<file path="config.mk">
export PLATFORM = sky130hd
export DESIGN_NAME = mem_byte_ctrl_flat
export DESIGN_NICKNAME = d
export VERILOG_FILES = /design/src/rtl/mem_byte_ctrl_pkg.sv /design/src/rtl/mem_byte_ctrl_if.sv /design/src/rtl/mem_byte_ctrl_load_ext.sv /design/src/rtl/mem_byte_ctrl.sv /design/src/flat_wrapper.sv
export SDC_FILE = /design/constraint.sdc
export NUM_CORES = 1
export LEC_CHECK = 0
export BUFFER_PORTS_ARGS = -buffer_cell sky130_fd_sc_hd__buf_2
export CORE_ASPECT_RATIO = 1.75
export CORE_MARGIN = 3
export CORE_UTILIZATION = 40
export CTS_CLUSTER_DIAMETER = 100
export DETAILED_ROUTE_END_ITERATION = 6
export GPL_TIMING_DRIVEN = 0
export PLACE_DENSITY_LB_ADDON = 0.12
export SLEW_MARGIN = 20
export SYNTH_ARGS = -nofsm -noshare
export SYNTH_HDL_FRONTEND = slang
export SYNTH_SLANG_ARGS = --single-unit
</file>
<file path="constraint.sdc">
create_clock -name clk -period 4.4 [get_ports clk]
set_input_delay 0.88 -clock clk [delete_from_list [all_inputs] [get_ports clk]]
set_output_delay 0.88 -clock clk [all_outputs]
set_load 0.03 [all_outputs]
</file>
<file path="src/rtl/mem_byte_ctrl_pkg.sv">
// ----------------------------------------------------------------------------
// mem_byte_ctrl_pkg
// Shared definitions for the byte-serial memory requester: access-size
// encodings, FSM state encodings and a helper that turns a size code into a
// byte count.
// Ports: none (package).
// ----------------------------------------------------------------------------
package mem_byte_ctrl_pkg;

  // Access size encodings carried on the size field (3 behaves as a word).
  localparam logic [1:0] MEM_SIZE_B = 2'd0;
  localparam logic [1:0] MEM_SIZE_H = 2'd1;
  localparam logic [1:0] MEM_SIZE_W = 2'd2;

  typedef enum logic [1:0] {
    MEMC_IDLE = 2'd0,
    MEMC_XFER = 2'd1,
    MEMC_DONE = 2'd2
  } memc_state_e;

  // Number of bytes moved for a size code: 1, 2 or 4.
  function automatic logic [2:0] size_bytes(input logic [1:0] size);
    case (size)
      MEM_SIZE_B: return 3'd1;
      MEM_SIZE_H: return 3'd2;
      default:    return 3'd4;
    endcase
  endfunction

endpackage

</file>
<file path="src/rtl/mem_byte_ctrl_if.sv">
// ----------------------------------------------------------------------------
// mem_byte_ctrl_if
// Request/response bus between the MEM pipeline stage and the byte-serial
// memory requester.
// Signals:
//   req, we, size, ld_unsigned, addr, wdata : operation from the MEM stage
//   rdata                                   : extended load result
//   stallreq_mem                            : stall request to the pipeline
// Modports: master = MEM stage side, slave = requester side.
// ----------------------------------------------------------------------------
interface mem_byte_ctrl_if #(
  parameter int ADDR_W = 32
) ();
  import mem_byte_ctrl_pkg::*;

  logic              req;
  logic              we;
  logic [1:0]        size;
  logic              ld_unsigned;
  logic [ADDR_W-1:0] addr;
  logic [31:0]       wdata;
  logic [31:0]       rdata;
  logic              stallreq_mem;

  modport master (
    output req, we, size, ld_unsigned, addr, wdata,
    input  rdata, stallreq_mem
  );

  modport slave (
    input  req, we, size, ld_unsigned, addr, wdata,
    output rdata, stallreq_mem
  );

endinterface

</file>
<file path="src/rtl/mem_byte_ctrl_load_ext.sv">
// ----------------------------------------------------------------------------
// load_ext
// Combinational size/sign extension of the assembled 32-bit load buffer.
// Ports:
//   raw         in  32 : little-endian assembled bytes (upper bytes may be stale)
//   size        in  2  : access size code
//   ld_unsigned in  1  : 1 = zero-extend, 0 = sign-extend
//   ext         out 32 : extended load value
// ----------------------------------------------------------------------------
module load_ext
  import mem_byte_ctrl_pkg::*;
(
  input  logic [31:0] raw,
  input  logic [1:0]  size,
  input  logic        ld_unsigned,
  output logic [31:0] ext
);

  always_comb begin
    ext = raw;
    case (size)
      MEM_SIZE_B: ext = {{24{~ld_unsigned & raw[7]}}, raw[7:0]};
      MEM_SIZE_H: ext = {{16{~ld_unsigned & raw[15]}}, raw[15:0]};
      default:    ext = raw;
    endcase
  end

endmodule

</file>
<file path="src/rtl/mem_byte_ctrl.sv">
// ----------------------------------------------------------------------------
// mem_byte_ctrl
// Serialises one MEM-stage load/store onto an 8-bit synchronous RAM port,
// one byte per cycle, little-endian, while holding stallreq_mem high. Load
// data is registered and presented in the DONE cycle.
// Ports:
//   clk, rst     : clock, synchronous active-high reset
//   bus          : mem_byte_ctrl_if.slave (req/we/size/ld_unsigned/addr/wdata
//                  in, rdata/stallreq_mem out)
//   mem_a        : RAM byte address
//   mem_dout     : RAM write byte
//   mem_wr       : RAM write strobe
//   mem_din      : RAM read byte, valid the cycle after its address
//   misaligned   : alignment-fault pulse (only with MEM_CTRL_ALIGN_CHECK_EN)
// Build option: define MEM_CTRL_ALIGN_CHECK_EN to reject misaligned half/word
// accesses instead of serialising them.
// ----------------------------------------------------------------------------
module mem_byte_ctrl
  import mem_byte_ctrl_pkg::*;
#(
  parameter int ADDR_W = 32
) (
  input  logic              clk,
  input  logic              rst,
  mem_byte_ctrl_if.slave    bus,
  output logic [ADDR_W-1:0] mem_a,
  output logic [7:0]        mem_dout,
  output logic              mem_wr,
  input  logic [7:0]        mem_din
`ifdef MEM_CTRL_ALIGN_CHECK_EN
  ,
  output logic              misaligned
`endif
);

  memc_state_e       state_reg, state_next;
  logic [2:0]        cnt_reg, cnt_next;
  logic [31:0]       byte_buf_reg;
  logic [31:0]       rdata_reg;

  logic [2:0]        n_bytes;
  logic [1:0]        cap_idx;
  logic [ADDR_W-1:0] addr_cnt;
  logic [7:0]        wbyte;
  logic [31:0]       assembled;
  logic [31:0]       ext_val;
  logic              fault;

  logic              capture;
  logic              load_done;
  logic              fault_pulse;
  logic              stall_c;
  logic              wr_c;
  logic [ADDR_W-1:0] a_c;
  logic [7:0]        dout_c;

  assign n_bytes  = size_bytes(bus.size);
  // In a load XFER cycle, cnt (1..4) names the byte after the one arriving.
  assign cap_idx  = cnt_reg[1:0] - 2'd1;
  assign addr_cnt = bus.addr + ADDR_W'(cnt_reg);
  assign wbyte    = bus.wdata[{cnt_reg[1:0], 3'b000} +: 8];

`ifdef MEM_CTRL_ALIGN_CHECK_EN
  assign fault = ((bus.size == MEM_SIZE_H) && bus.addr[0]) ||
                 (bus.size[1] && (bus.addr[1:0] != 2'b00));
`else
  assign fault = 1'b0;
`endif

  // Merge the byte arriving this cycle into the buffer so the final byte is
  // visible to the extender on the same edge that enters DONE.
  generate
    for (genvar gi = 0; gi < 4; gi++) begin : g_assemble
      assign assembled[8*gi +: 8] =
        (capture && (cap_idx == 2'(gi))) ? mem_din : byte_buf_reg[8*gi +: 8];
    end
  endgenerate

  load_ext u_load_ext (
    .raw         (assembled),
    .size        (bus.size),
    .ld_unsigned (bus.ld_unsigned),
    .ext         (ext_val)
  );

  always_comb begin
    state_next  = state_reg;
    cnt_next    = cnt_reg;
    capture     = 1'b0;
    load_done   = 1'b0;
    fault_pulse = 1'b0;
    stall_c     = 1'b0;
    wr_c        = 1'b0;
    a_c         = '0;
    dout_c      = '0;

    case (state_reg)
      MEMC_IDLE: begin
        if (bus.req) begin
          stall_c = 1'b1;
          if (fault) begin
            fault_pulse = 1'b1;
            state_next  = MEMC_DONE;
          end else begin
            a_c = bus.addr;
            if (bus.we) begin
              wr_c   = 1'b1;
              dout_c = bus.wdata[7:0];
            end
            if (bus.we && (n_bytes == 3'd1)) begin
              state_next = MEMC_DONE;
            end else begin
              cnt_next   = 3'd1;
              state_next = MEMC_XFER;
            end
          end
        end
      end

      MEMC_XFER: begin
        stall_c = 1'b1;
        // Termination uses >= so a protocol violation (operands changing
        // mid-transfer) still drains to IDLE within a few cycles.
        if (!bus.we) begin
          capture = 1'b1;
          if (cnt_reg < n_bytes) begin
            a_c      = addr_cnt;
            cnt_next = cnt_reg + 3'd1;
          end else begin
            load_done  = 1'b1;
            state_next = MEMC_DONE;
          end
        end else begin
          a_c    = addr_cnt;
          wr_c   = 1'b1;
          dout_c = wbyte;
          if (cnt_reg >= (n_bytes - 3'd1)) begin
            state_next = MEMC_DONE;
          end else begin
            cnt_next = cnt_reg + 3'd1;
          end
        end
      end

      MEMC_DONE: begin
        cnt_next   = 3'd0;
        state_next = MEMC_IDLE;
      end

      default: begin
        cnt_next   = 3'd0;
        state_next = MEMC_IDLE;
      end
    endcase
  end

  always_ff @(posedge clk) begin
    if (rst) begin
      state_reg    <= MEMC_IDLE;
      cnt_reg      <= 3'd0;
      byte_buf_reg <= '0;
      rdata_reg    <= '0;
    end else begin
      state_reg <= state_next;
      cnt_reg   <= cnt_next;
      if (capture) begin
        byte_buf_reg <= assembled;
      end
      if (load_done) begin
        rdata_reg <= ext_val;
      end
    end
  end

  // Reset forces every output low in the same cycle, which also blocks any
  // further write strobe from an aborted store.
  assign bus.stallreq_mem = rst ? 1'b0 : stall_c;
  assign bus.rdata        = rst ? 32'd0 : rdata_reg;
  assign mem_a            = rst ? '0 : a_c;
  assign mem_dout         = rst ? 8'd0 : dout_c;
  assign mem_wr           = rst ? 1'b0 : wr_c;
`ifdef MEM_CTRL_ALIGN_CHECK_EN
  assign misaligned       = rst ? 1'b0 : fault_pulse;
`endif

endmodule

</file>
<file path="src/flat_wrapper.sv">
// flat-port wrapper written by rule: the top's interface ports become plain ports
module mem_byte_ctrl_flat import mem_byte_ctrl_pkg::*;
#(
  parameter int ADDR_W = 32
)
  (clk, rst, mem_a, mem_dout, mem_wr, mem_din, bus_req, bus_we, bus_size, bus_ld_unsigned, bus_addr, bus_wdata, bus_rdata, bus_stallreq_mem);
  mem_byte_ctrl_if #(.ADDR_W(ADDR_W)) bus_i ();
  input  logic clk;
  input  logic rst;
  output logic [ADDR_W-1:0] mem_a;
  output logic [7:0] mem_dout;
  output logic mem_wr;
  input  logic [7:0] mem_din;
  input wire logic [$bits(bus_i.req)-1:0] bus_req;
  input wire logic [$bits(bus_i.we)-1:0] bus_we;
  input wire logic [$bits(bus_i.size)-1:0] bus_size;
  input wire logic [$bits(bus_i.ld_unsigned)-1:0] bus_ld_unsigned;
  input wire logic [$bits(bus_i.addr)-1:0] bus_addr;
  input wire logic [$bits(bus_i.wdata)-1:0] bus_wdata;
  output wire logic [$bits(bus_i.rdata)-1:0] bus_rdata;
  output wire logic [$bits(bus_i.stallreq_mem)-1:0] bus_stallreq_mem;
  assign bus_i.req = bus_req;
  assign bus_i.we = bus_we;
  assign bus_i.size = bus_size;
  assign bus_i.ld_unsigned = bus_ld_unsigned;
  assign bus_i.addr = bus_addr;
  assign bus_i.wdata = bus_wdata;
  assign bus_rdata = bus_i.rdata;
  assign bus_stallreq_mem = bus_i.stallreq_mem;
  mem_byte_ctrl #(.ADDR_W(ADDR_W)) u_core (.clk(clk), .rst(rst), .bus(bus_i), .mem_a(mem_a), .mem_dout(mem_dout), .mem_wr(mem_wr), .mem_din(mem_din));
endmodule
</file>
* Word level (Yosys, flattened, before mapping)
Index checks and enable logic that the tools add are counted.
Operators by class: $lt $le $gt $ge 2, muxes and demuxes 41, equality and inequality tests 12, reduce and logical (&&, ||, !) cells 10, bitwise logic cells 3, shift-type cells 1, $add $sub $neg 4
Operators with widths (number):
- $mux W32 | 5
- $pmux W32 S2 | 2
- $mux W8 | 8
- $add A32 B3 Y32 | 1
- $shiftx A32 B6 Y8 | 1
- $pmux W8 S2 | 1
- $mux W3 | 5
- $pmux W3 S2 | 2
- $mux W1 | 10
- $mux W2 | 5
- $eq A2 B1 Y1 const B | 3
- $logic_not A2 Y1 | 3
- $ne A3 B2 Y1 const B | 2
- $ne A3 B3 Y1 const B | 2
- $logic_and A1 B1 Y1 | 5
- $eq A2 B2 Y1 const B | 2
- $ne A2 B2 Y1 const B | 2
- $pmux W1 S2 | 2
- $pmux W2 S2 | 1
- $reduce_and A4 Y1 | 1
- $add A3 B1 Y3 const B | 1
- $eq A3 B1 Y1 const B | 1
- $ge A3 B3 Y1 | 1
- $lt A3 B3 Y1 | 1
- other kinds (5) | 6
Storage, ports and cells: word-level logic and storage cells 77, output and inout port bits 74, bits of input ports 79, bits in registers 69

* Depth between registers and ports, before layout
depth in word-level cells 7, depth in mapped cells 11, depth with buffers taken out 8

* Hierarchy
Synthesis repeated with hierarchy kept, for this count alone.
Unflattened totals: cell total of the unflattened synthesis 648, area total of the unflattened synthesis 4929.7 µm²
By module, submodules not included:
- mem_byte_ctrl | instances 1, seq. area each 1381.3 µm², area an instance 4574.4 µm², cells an instance 581
- load_ext | instances 1, seq. area each 0.0 µm², area an instance 355.3 µm², cells an instance 67

* Worst setup path after synthesis
OpenSTA, ideal clock, no wires.
kind input -> output, from input port bus_size[1], to output port mem_a[25], cell stages on the path 8, data arrival time 3.330 ns, path slack 0.190 ns, required time 3.520 ns, path buffers 2, path through nor2_1 -> clkbuf_1 -> ha_1 -> nor2b_1 -> o31a_1 -> or3_1 -> clkbuf_2 -> o41ai_1
On the way: cells in the longest elaborated chain, start to end 7, elaborated cells between the ends (all ways) 8, those cells by class order compare: 1; eq/ne: 1; mux: 5; reduce/logical: 1
Ends and longest elaborated chain:
- start, declared | line flat_wrapper.sv:16 | input wire logic [$bits(bus_i.size)-1:0] bus_size;
- $eq A2 B1 Y1 / $logic_not A2 Y1 (equally long branches) | line mem_byte_ctrl_pkg.sv:23 | case (size)
- $pmux W3 S2 * | line mem_byte_ctrl_pkg.sv:23
- $lt A3 B3 Y1 * | line mem_byte_ctrl.sv:126 | if (cnt_reg < n_bytes) begin
- $mux W32 * | line mem_byte_ctrl.sv:126
- $mux W32 * | line mem_byte_ctrl.sv:124 | if (!bus.we) begin
- $pmux W32 S2 * | line mem_byte_ctrl.sv:97 | case (state_reg)
- $mux W32 * | line mem_byte_ctrl.sv:179 | assign mem_a = rst ? '0 : a_c;
- end, declared | line flat_wrapper.sv:10 | output logic [ADDR_W-1:0] mem_a;
Mark *: on every way between the ends. The rest lies on a longest branch, timed or not.

* Final worst setup path
from input port bus_size[1], to output port mem_a[21]
Same word-level chain as after synthesis.

==> results.ini <==
[synthesis]
synthMuxAreaShare_pct=12.4
synth_top_area_share_pct=31.0
syn-num-nets=628
yosysWarnings=0
synth-seq-area-share_pct=31.0
synth_top_family_by_area=simple AND/OR/NAND/NOR gates
syn_inst=536
ys_dominant_reg_cell=dfxtp_1
synthArstFlopShare_pct=0
synthAdderAreaFrac_pct=3.82
synthDistinctLibCells=56
synth_edf_count=0
synth_top_cell_by_area=dfxtp_1
ys_ff_latch=69
synthXorXnorAreaFrac_pct=0.197
yosys.area_share.simple_pct=26.9
synth-compound-area-share_pct=20.8
syn_area_per_cell_um2=8.30
netlist_area_um2=4450
synthTopCellsByArea=dfxtp_1 31%, mux2i_1 8.3%, nor2_1 5.8%, nor2b_1 5.2%, mux4_2 4.0%
synthTopCellsByCount=69 x dfxtp_1, 69 x nor2_1, 37 x mux2i_1, 37 x nor2b_1, 28 x nand2_1

[worst_setup_path]
path_max_fanout=10
arrival_ps=3380
r2r_start=u_core.cnt_reg[0]
ff2ff_path_depth=10
cp-startpoint=bus_size[1]
crit_end=mem_a[21]
crit_type=primary input to output port
required_ps=3520
end_kind=output port
r2r_setup_slack_ps=1710
critPathLaunchType=primary input
r2r_end=u_core.rdata_reg[26]

[cts]
cts_sinks=69
cts_tree=yes
cts_root_buf=clkbuf_16
clk_pin_slew_worst_paths_ps=50
clkLatencyLatePin_ps=330
cts-htree-levels=3
clock_path_buffers=2
cts_buffers=9
cts_hold_buf=0

[routing]
dr.pass1.iters=4
drc_errors=0
drt_iter0_markers=209
drt_wl_total_um=14800
avgViaCountPerCell=5.66
ant_nets=0
wl_met2_um=8250
wl_per_cell_um=17.7
vias=4715
met3_length_um=840
met1_length_um=5100
top_layer=met4

[finish]
diodes=0
area_growth_pct=27.7
drive_gt1_share_pct=29.2
fin_area_um2=5690
finalNetCount=790
stdcell_count=833

[floorplan]
die_w_um=85.7
initial_core_util_pct=41.4
core_um2=10800
fp.dieH_um=146
dieArea_um2=12500
placementRows=50
io_pins=153

[placed_design]
gp_congestion=0.905
dp_cells=817
hpwlAfterDp_um=11900
port_buffers=151
place_area_um2=5370

[timing]
tightest_slew_ps=853
hold_viol=0
min_period_ps=4260
slew_viol_final=0
period_share_pct=96.8
slew_headroom_pct=42.2
setup_viol_count_final=0
fmax_mhz=235
setup_tns_ps=0
hold_ws_ps=481
finClkSkew_ps=3.59

[grt]
grt_pass1_wl_um=23700
grt_usage_pct=23.8
grt_pass1_vias=4840
grt_max_degree=12
antenna_found_initial=0
overflow=0

[min_path]
hold_path_class=flop to flop
whs_path_depth=2

[flow_run]
max_cap_violations=0

[pwr]
vdd_drop_max_mv=0.285
pwr_density_cell_nw_per_um2=314
power.leakage_uw=0.00247
design_power_total_uw=1780

[outcome]
status=finished clean

layer usage:
layer,global-route usage [%],vias up
met3,3.97,39
li1,-,2282
met5,0,-
met2,46.0,177
met1,23.2,2217
met4,12.0,0
per-stage QoR:
stage               utilization (%)  worst slack [ps]
floorplan                         -               190
detailed placement             49.9             -93.7
global placement               49.9             -76.8
CTS                            52.7              78.8
global route                   52.8             -52.7
finish                         52.8               142
worst min path at each step:
stage / from / endpoint / slack [ps]
after detailed placement: u_core.byte_buf_reg[28] / u_core.byte_buf_reg[28] / 470
after CTS: u_core.byte_buf_reg[28] / u_core.byte_buf_reg[28] / 480
final: u_core.byte_buf_reg[28] / u_core.byte_buf_reg[28] / 480
after global routing: u_core.rdata_reg[6] / u_core.rdata_reg[6] / 510
after global placement: u_core.byte_buf_reg[31] / u_core.byte_buf_reg[31] / 460
after floorplan: u_core.byte_buf_reg[16] / u_core.byte_buf_reg[16] / 450
report_power, final:
part | internal, uW | switching, uW | total [uW] | leakage [uW]
clock network | 452 | 257 | 709 | 0.000143
logic | 154 | 267 | 420 | 0.00177
registers | 645 | 10.1 | 655 | 0.000558
total | 1250 | 534 | 1780 | 0.00247
cells by family after synthesis:
family,after synthesis
xor gates and xnor gates,1
buffers and inverters,50
DFF,69
AOI/OAI and AO/OA,124
adders and majority gates,13
muxes,45
and+or+nand+nor,234
cell usage in the layout (no fill, tap or decap), types with 3 or more instances in the layout:
cell / n
buf_1: 3
clkbuf_16: 9
clkbuf_1: 14
ha_1: 12
and3_1: 4
buf_2: 169
mux2i_1: 37
o41ai_1: 3
dfxtp_1: 69
a211oi_1: 10
inv_1: 12
and2_1: 8
nor3_1: 12
nand4_1: 10
o211ai_1: 7
mux4_2: 8
a32oi_1: 9
o21a_1: 3
or3_1: 3
a2bb2oi_1: 17
a21o_1: 10
o21ai_0: 11
a31oi_1: 7
o22a_1: 8
nor2b_1: 37
a311oi_1: 4
nand2_1: 28
or4_1: 6
nand3_1: 22
nor2_1: 69
a21oi_1: 18
nand2b_1: 24
worst max-delay path: stages:
cell	delay, ps
buf_2	160
nor2_1	240
clkbuf_4	260
ha_1	160
nor2b_1	50
o31a_1	290
or3_1	360
clkbuf_2	210
or4_1	430
o211ai_1	100
buf_2	220
area by class of cell:
type,instances,area (um2)
plain buffers,38,179
clock buffers,12,246
clock inverters,4,47.5
fillers,1073,5070
inverters,12,45.0
multi-input cells,417,2870
flip-flops and latches,69,1380
well taps,130,163
repair buffers,151,756
repair_timing:
action | in CTS | in global routing
gates resized for setup | 4 | 6
endpoints found under the setup margin | 14 | 9
endpoints found under the hold margin | 0 | 0
buffers inserted | 0 | 0
Power figures use the tool's default switching activity.
